`src/rtl/mult_seq_param_if.sv`:
```
// Operand/result bundle for mult_seq_param: producer side drives operands and ack,
// multiplier side returns the product and status. signed_op exists only with MULT_SIGNED_EN.
interface mult_seq_param_if #(
  parameter int WIDTH = 32
);
  logic [WIDTH-1:0]   a;
  logic [WIDTH-1:0]   b;
  logic               valid_data;
  logic               ack;
`ifdef MULT_SIGNED_EN
  logic               signed_op;
`endif
  logic [2*WIDTH-1:0] producto;
  logic               Done_Flag;
  logic               busy;

  modport master (
    output a, b, valid_data, ack,
`ifdef MULT_SIGNED_EN
    output signed_op,
`endif
    input  producto, Done_Flag, busy
  );

  modport slave (
    input  a, b, valid_data, ack,
`ifdef MULT_SIGNED_EN
    input  signed_op,
`endif
    output producto, Done_Flag, busy
  );
endinterface

```
`src/rtl/mult_seq_param.sv`:
```
// Sequential shift-add multiplier, fixed WIDTH-cycle latency, valid/done/ack handshake.
// Define MULT_SIGNED_EN to add the signed_op input (sign-magnitude two's-complement mode).
module mult_seq_param #(
  parameter int WIDTH = 32
) (
  input logic           clk,
  input logic           reset,
  mult_seq_param_if.slave bus
);

  localparam int CW = $clog2(WIDTH + 1);

  typedef enum logic [1:0] {
    IDLE = 2'd0,
    CALC = 2'd1,
    DONE = 2'd2
  } state_t;

  state_t             state_q;
  logic [WIDTH-1:0]   mcand_q;
  logic [WIDTH-1:0]   hi_q;
  logic [WIDTH-1:0]   lo_q;
  logic [CW-1:0]      cnt_q;
  logic               neg_q;
  logic [2*WIDTH-1:0] producto_q;
  logic               done_q;
  logic               busy_q;

  logic [WIDTH-1:0]   mag_a_d;
  logic [WIDTH-1:0]   mag_b_d;
  logic               neg_d;
  logic [WIDTH:0]     sum_d;
  logic [2*WIDTH-1:0] step_d;
  logic [2*WIDTH-1:0] result_d;

  // The core always works on magnitudes; the sign is reapplied on the last step.
  always_comb begin
`ifdef MULT_SIGNED_EN
    neg_d   = bus.signed_op & (bus.a[WIDTH-1] ^ bus.b[WIDTH-1]);
    mag_a_d = (bus.signed_op && bus.a[WIDTH-1]) ? -bus.a : bus.a;
    mag_b_d = (bus.signed_op && bus.b[WIDTH-1]) ? -bus.b : bus.b;
`else
    neg_d   = 1'b0;
    mag_a_d = bus.a;
    mag_b_d = bus.b;
`endif
  end

  // lo_q holds the unconsumed multiplier bits; product bits shift in from the top.
  always_comb begin
    sum_d    = {1'b0, hi_q} + (lo_q[0] ? {1'b0, mcand_q} : {(WIDTH+1){1'b0}});
    step_d   = {sum_d, lo_q[WIDTH-1:1]};
    result_d = neg_q ? -step_d : step_d;
  end

  always_ff @(posedge clk or negedge reset) begin
    if (!reset) begin
      state_q    <= IDLE;
      mcand_q    <= '0;
      hi_q       <= '0;
      lo_q       <= '0;
      cnt_q      <= '0;
      neg_q      <= 1'b0;
      producto_q <= '0;
      done_q     <= 1'b0;
      busy_q     <= 1'b0;
    end else begin
      case (state_q)
        IDLE: begin
          if (bus.valid_data) begin
            mcand_q <= mag_a_d;
            lo_q    <= mag_b_d;
            hi_q    <= '0;
            neg_q   <= neg_d;
            cnt_q   <= CW'(WIDTH);
            busy_q  <= 1'b1;
            state_q <= CALC;
          end
        end
        CALC: begin
          {hi_q, lo_q} <= step_d;
          cnt_q        <= cnt_q - 1'b1;
          if (cnt_q == CW'(1)) begin
            producto_q <= result_d;
            done_q     <= 1'b1;
            state_q    <= DONE;
          end
        end
        DONE: begin
          if (bus.ack) begin
            done_q  <= 1'b0;
            busy_q  <= 1'b0;
            state_q <= IDLE;
          end
        end
        default: state_q <= IDLE;
      endcase
    end
  end

  assign bus.producto  = producto_q;
  assign bus.Done_Flag = done_q;
  assign bus.busy      = busy_q;

endmodule

```
`src/flat_wrapper.sv`:
```
// flat-port wrapper written by rule: the top's interface ports become plain ports
module mult_seq_param_flat 
#(
  parameter int WIDTH = 32
)
  (clk, reset, bus_a, bus_b, bus_valid_data, bus_ack, bus_producto, bus_Done_Flag, bus_busy);
  mult_seq_param_if #(.WIDTH(WIDTH)) bus_i ();
  input logic clk;
  input logic reset;
  input wire logic [$bits(bus_i.a)-1:0] bus_a;
  input wire logic [$bits(bus_i.b)-1:0] bus_b;
  input wire logic [$bits(bus_i.valid_data)-1:0] bus_valid_data;
  input wire logic [$bits(bus_i.ack)-1:0] bus_ack;
  output wire logic [$bits(bus_i.producto)-1:0] bus_producto;
  output wire logic [$bits(bus_i.Done_Flag)-1:0] bus_Done_Flag;
  output wire logic [$bits(bus_i.busy)-1:0] bus_busy;
  assign bus_i.a = bus_a;
  assign bus_i.b = bus_b;
  assign bus_i.valid_data = bus_valid_data;
  assign bus_i.ack = bus_ack;
  assign bus_producto = bus_i.producto;
  assign bus_Done_Flag = bus_i.Done_Flag;
  assign bus_busy = bus_i.busy;
  mult_seq_param #(.WIDTH(WIDTH)) u_core (.clk(clk), .reset(reset), .bus(bus_i));
endmodule
```
`config.mk`:
```
export PLATFORM = sky130hd
export DESIGN_NAME = mult_seq_param_flat
export DESIGN_NICKNAME = d
export VERILOG_FILES = /design/src/rtl/mult_seq_param_if.sv /design/src/rtl/mult_seq_param.sv /design/src/flat_wrapper.sv
export SDC_FILE = /design/constraint.sdc
export NUM_CORES = 1
export LEC_CHECK = 0
export CELL_PAD_IN_SITES_DETAIL_PLACEMENT = 1
export CELL_PAD_IN_SITES_GLOBAL_PLACEMENT = 1
export CORE_MARGIN = 2
export CORE_UTILIZATION = 37
export DETAILED_ROUTE_END_ITERATION = 8
export PLACE_DENSITY_LB_ADDON = 0.1
export SYNTH_ARGS = -nofsm -noshare
export SYNTH_HDL_FRONTEND = slang
export SYNTH_SLANG_ARGS = --single-unit
```
`constraint.sdc`:
```
create_clock -name clk -period 2.8 [get_ports clk]
set_input_delay 0.56 -clock clk [delete_from_list [all_inputs] [get_ports clk]]
set_output_delay 0.56 -clock clk [all_outputs]
set_load 0.01 [all_outputs]
```
==> metrics.sh <==
OUTCOME='complete, but fails checks'
FAILED_CHECKS='setup timing'
FP-ROW-COUNT=56
PLACEMENT.IO_BUFFERS=133
TIMING.SETUP.CRITICAL_PATH_CLASS='reg2reg'
DRV_SLEW=0
CLK-INSERTION-DELAY-LATE_NS=0.44
POWER.DENSITY_CELL_AREA_nW_PER_UM2=1090
CP.ARRIVAL_NS=3.33
GLOBALROUTETOTALUTIL_PCT=23.2
POST_ROUTE_CELLS_DRIVE_ABOVE_1_SHARE_PCT=21.9
FINALHOLDWORSTSLACK_NS=0.0645
RSZ0062_AT_GRT='yes'
TIMING.CRITICAL_PATH.FROM_TYPE='register'
YOSYSTOPAREACELLSHARE_PCT=48.5
MAXIMUM_NUMBER_OF_PINS_ON_ONE_NET_BEFORE_GLOBAL_ROUTE_REPAIR=52
REQUIRED_NS=3.12
OVERFLOW=0
CTSROOTBUFFERMASTER='sky130_fd_sc_hd__clkbuf_16'
ANTENNA-DIODE-COUNT=0
MIN_PERIOD_OVER_PERIOD_PCT=107
DIE_WIDTH_UM=158
VIA_COUNT=7858
DRT_FIRST_ITER_VIOLATIONS=343
YS.FLOP_TYPE='sky130_fd_sc_hd__dfrtp_1'
FLOORPLAN.DIE.HEIGHT_UM=158
WORST-R2R-CELL-COUNT=14
FILL_CELLS=2680
VIA_DENSITY_PER_INSTANCE=5.16
CTS_MAX_PATH_BUFFERS=2
GP_ROUTABILITY_CONGESTION=0.842
DRT_DRC_VIOLATIONS_LEFT=0
HOLD_PATH_CLASS='in2async'
SYNTHESIS.INSTANCES=981
TOTAL_LEAKAGE_POWER_nW=6.02
CTS.REPORTEDPATHS.CLKPINSLEW_NS=0.07
CLOCK.FMAX_MHz=333
CLKSINKCOUNT=170
DESIGN.DIE.AREA_UM2=24900
FIN_WORST_SKEW_NS=0.0138
FINALSETUPVIOLCOUNT=21
ASYNC_RESET_FF_SHARE_PCT=100
WORST_PIN_SLEW_NS=0.599
SYNTH_AREA_UM2=8770
YOSYSUNIQUECELLTYPES=58
TIMING.CRITICAL_PATH.TO_TYPE='register'
FINAL.MIN_CLOCK_PERIOD_NS=3.01
LAYOUT_COMMON_CELLS='sky130_fd_sc_hd__nand2_1 (299), sky130_fd_sc_hd__dfrtp_1 (168), sky130_fd_sc_hd__clkdlybuf4s50_1 (132)'
RELSLEWSLACK_PCT=59.7
ROUTE.ANTENNA.REMAINING_NETS=0
SYNTH.YOSYS.SEQ_AREA_SHARE_PCT=48.5
FIN_WS_NS=-0.206
IO_PINS=134
FINALPOWER_mW=13.8
DPL_CELL_AREA_UM2=11100
SYNTH_ENABLE_FLOP_CELLS=0
WIRE_LENGTH_OF_THE_FIRST_GLOBAL_ROUTING_PASS_MM=45.2
INITIAL_CORE_UTILIZATION_PCT=37.5
WIRELENGTH_MM=27.8
SYNTH.YOSYS.WARNINGS=0
FIRST_GLOBAL_VIAS=8462
FINISH.INSTANCE_AREA_UM2=12600
NUMCTSBUFFERS=17
CTSHTREEMAXLEVEL=4
SYNTH_TOP_CELLS_BY_AREA='sky130_fd_sc_hd__dfrtp_1 (49%), sky130_fd_sc_hd__nand2_1 (13%), sky130_fd_sc_hd__ha_1 (4.9%)'
HOLD_VIOL_FINAL=0
LAYOUT_COMMONEST_CELL='sky130_fd_sc_hd__nand2_1'
GRT_ANTENNA_BEFORE_REPAIR=0
SYNTH.FF_LATCH_COUNT=170
AREA_GROWTH_SYN_TO_LAYOUT_PCT=43.6
CTS_TREE='built'
WORST-PATH-MAX-FANOUT=6
SYNTH.LARGEST_AREA_CELL='sky130_fd_sc_hd__dfrtp_1'
SYN_AVG_CELL_AREA_UM2=8.94
FINISH.NET_COUNT=1294
SYN_NETS=1084
NUMBER_OF_MAXIMUM_CAPACITANCE_VIOLATIONS=0
PLACE.DETAILED.HPWL_MM=18.7
CORE-AREA_UM2=23400
WL_PER_CELL_UM=18.3
IRDROPWORSTVDD_V=0.000454
DETAIL_ROUTE.FIRST_PASS.ITERATIONS=4
POST-ROUTE-UTIL_PCT=53.8
==> where the power goes <==
group | internal (mW) | switching [mW] | leakage, nW
logic | 3.51 | 3.61 | 3.56
clock network | 1.28 | 1.15 | 0.291
registers | 3.49 | 0.743 | 2.18
==> sequential cells by signal (all words and copies together), names as in the netlist <==
| name | flops |
|---|---|
| u_core.bus.producto | 64 |
| u_core.hi_q | 32 |
| u_core.lo_q | 32 |
| u_core.mcand_q | 32 |
| u_core.cnt_q | 6 |
| u_core.state_q | 2 |
| u_core.bus.Done_Flag | 1 |
| u_core.bus.busy | 1 |
==> path summary, 6_finish.rpt <==
kind                              startpoint                 endpoint  slack [ns]
hold / removal                         reset       u_core.mcand_q[15]        0.06
hold reg to reg            u_core.mcand_q[6]        u_core.mcand_q[6]        0.47
max in group asynchronous              reset  u_core.bus.producto[63]        2.05
setup reg to reg              u_core.lo_q[0]  u_core.bus.producto[58]       -0.21
min in group clk           u_core.mcand_q[6]        u_core.mcand_q[6]        0.47
setup / recovery              u_core.lo_q[0]  u_core.bus.producto[58]       -0.21
==> timing repair <==
item | 4_1_cts | 5_1_grt
hold buffers | 0 | 0
setup endpoints to repair | 32 | 39
pin swaps | 44 | 46
gates resized for setup | 76 | 56
gates cloned | 1 | 0
hold endpoints to repair | 0 | 0
setup buffers | 10 | 13
==> through the flow <==
step | setup WS [ns] | TNS (ns) | std cells
after detailed placement | -0.353 | -6.39 | 1470
after CTS | -0.135 | -1.60 | 1512
after global routing | -0.316 | -4.91 | 1523
after floorplan | 0.00326 | 0 | 981
after global placement | -0.256 | -4.40 | 1470
final | -0.206 | -2.12 | 1523
==> critical path: stages, from the launching register on <==
cell and delay (ns):
sky130_fd_sc_hd__dfrtp_2 0.46, sky130_fd_sc_hd__buf_8 0.15, sky130_fd_sc_hd__buf_6 0.11, sky130_fd_sc_hd__and2_4 0.14, sky130_fd_sc_hd__ha_4 0.24, sky130_fd_sc_hd__a21oi_4 0.17
sky130_fd_sc_hd__buf_6 0.12, sky130_fd_sc_hd__o21ai_4 0.06, sky130_fd_sc_hd__a211oi_2 0.29, sky130_fd_sc_hd__nor3_4 0.11, sky130_fd_sc_hd__o41ai_4 0.35, sky130_fd_sc_hd__buf_4 0.19
sky130_fd_sc_hd__o31ai_4 0.07, sky130_fd_sc_hd__xor2_2 0.16, sky130_fd_sc_hd__mux2_4 0.26
==> metal layers <==
| layer | GRT usage, % | part of all wire, % |
|---|---|---|
| met2 | 39.2 | 49 |
| met1 | 29.7 | 45 |
| met4 | 6.61 | 2.3 |
| met5 | 0 | 0 |
| met3 | 5.45 | 4.4 |
==> kinds of logic after synthesis <==
kind of cell / after synthesis / synth area share [%]
buffers and inverters: 75 / 3.24
XOR/XNOR: 25 / 2.50
multiplexers: 8 / 1.01
flip-flops: 170 / 48.5
AND/OR/NAND/NOR: 435 / 22.9
AO/OA/AOI/OAI: 233 / 16.8
adder cells (fa/ha/maj): 35 / 5.08
==> synthesized netlist by cell type (8+ instances only) <==
cell type and number:
sky130_fd_sc_hd__nand2_1 302, sky130_fd_sc_hd__xnor2_1 17, sky130_fd_sc_hd__nand4_1 8, sky130_fd_sc_hd__nand3_1 14, sky130_fd_sc_hd__o21ai_0 78, sky130_fd_sc_hd__dfrtp_1 170
sky130_fd_sc_hd__inv_1 12, sky130_fd_sc_hd__a21oi_1 63, sky130_fd_sc_hd__and2_1 37, sky130_fd_sc_hd__ha_1 34, sky130_fd_sc_hd__nor2_1 13, sky130_fd_sc_hd__a22o_1 17
sky130_fd_sc_hd__clkbuf_1 61, sky130_fd_sc_hd__a21o_1 19, sky130_fd_sc_hd__xor2_1 8, sky130_fd_sc_hd__and3_1 8, sky130_fd_sc_hd__and3b_1 31
==> layout make-up <==
class | count | area, µm² | area share (%)
clock buffers | 18 | 429 | 3.41
clock inverters | 14 | 175 | 1.39
inverters | 12 | 45.0 | 0.358
multi-input cells | 736 | 4880 | 38.7
flip-flops and latches | 170 | 4260 | 33.8
well taps | 319 | 399 | 3.17
repair buffers | 254 | 2410 | 19.1
Note: power is estimated with default switching activity, not from simulation.
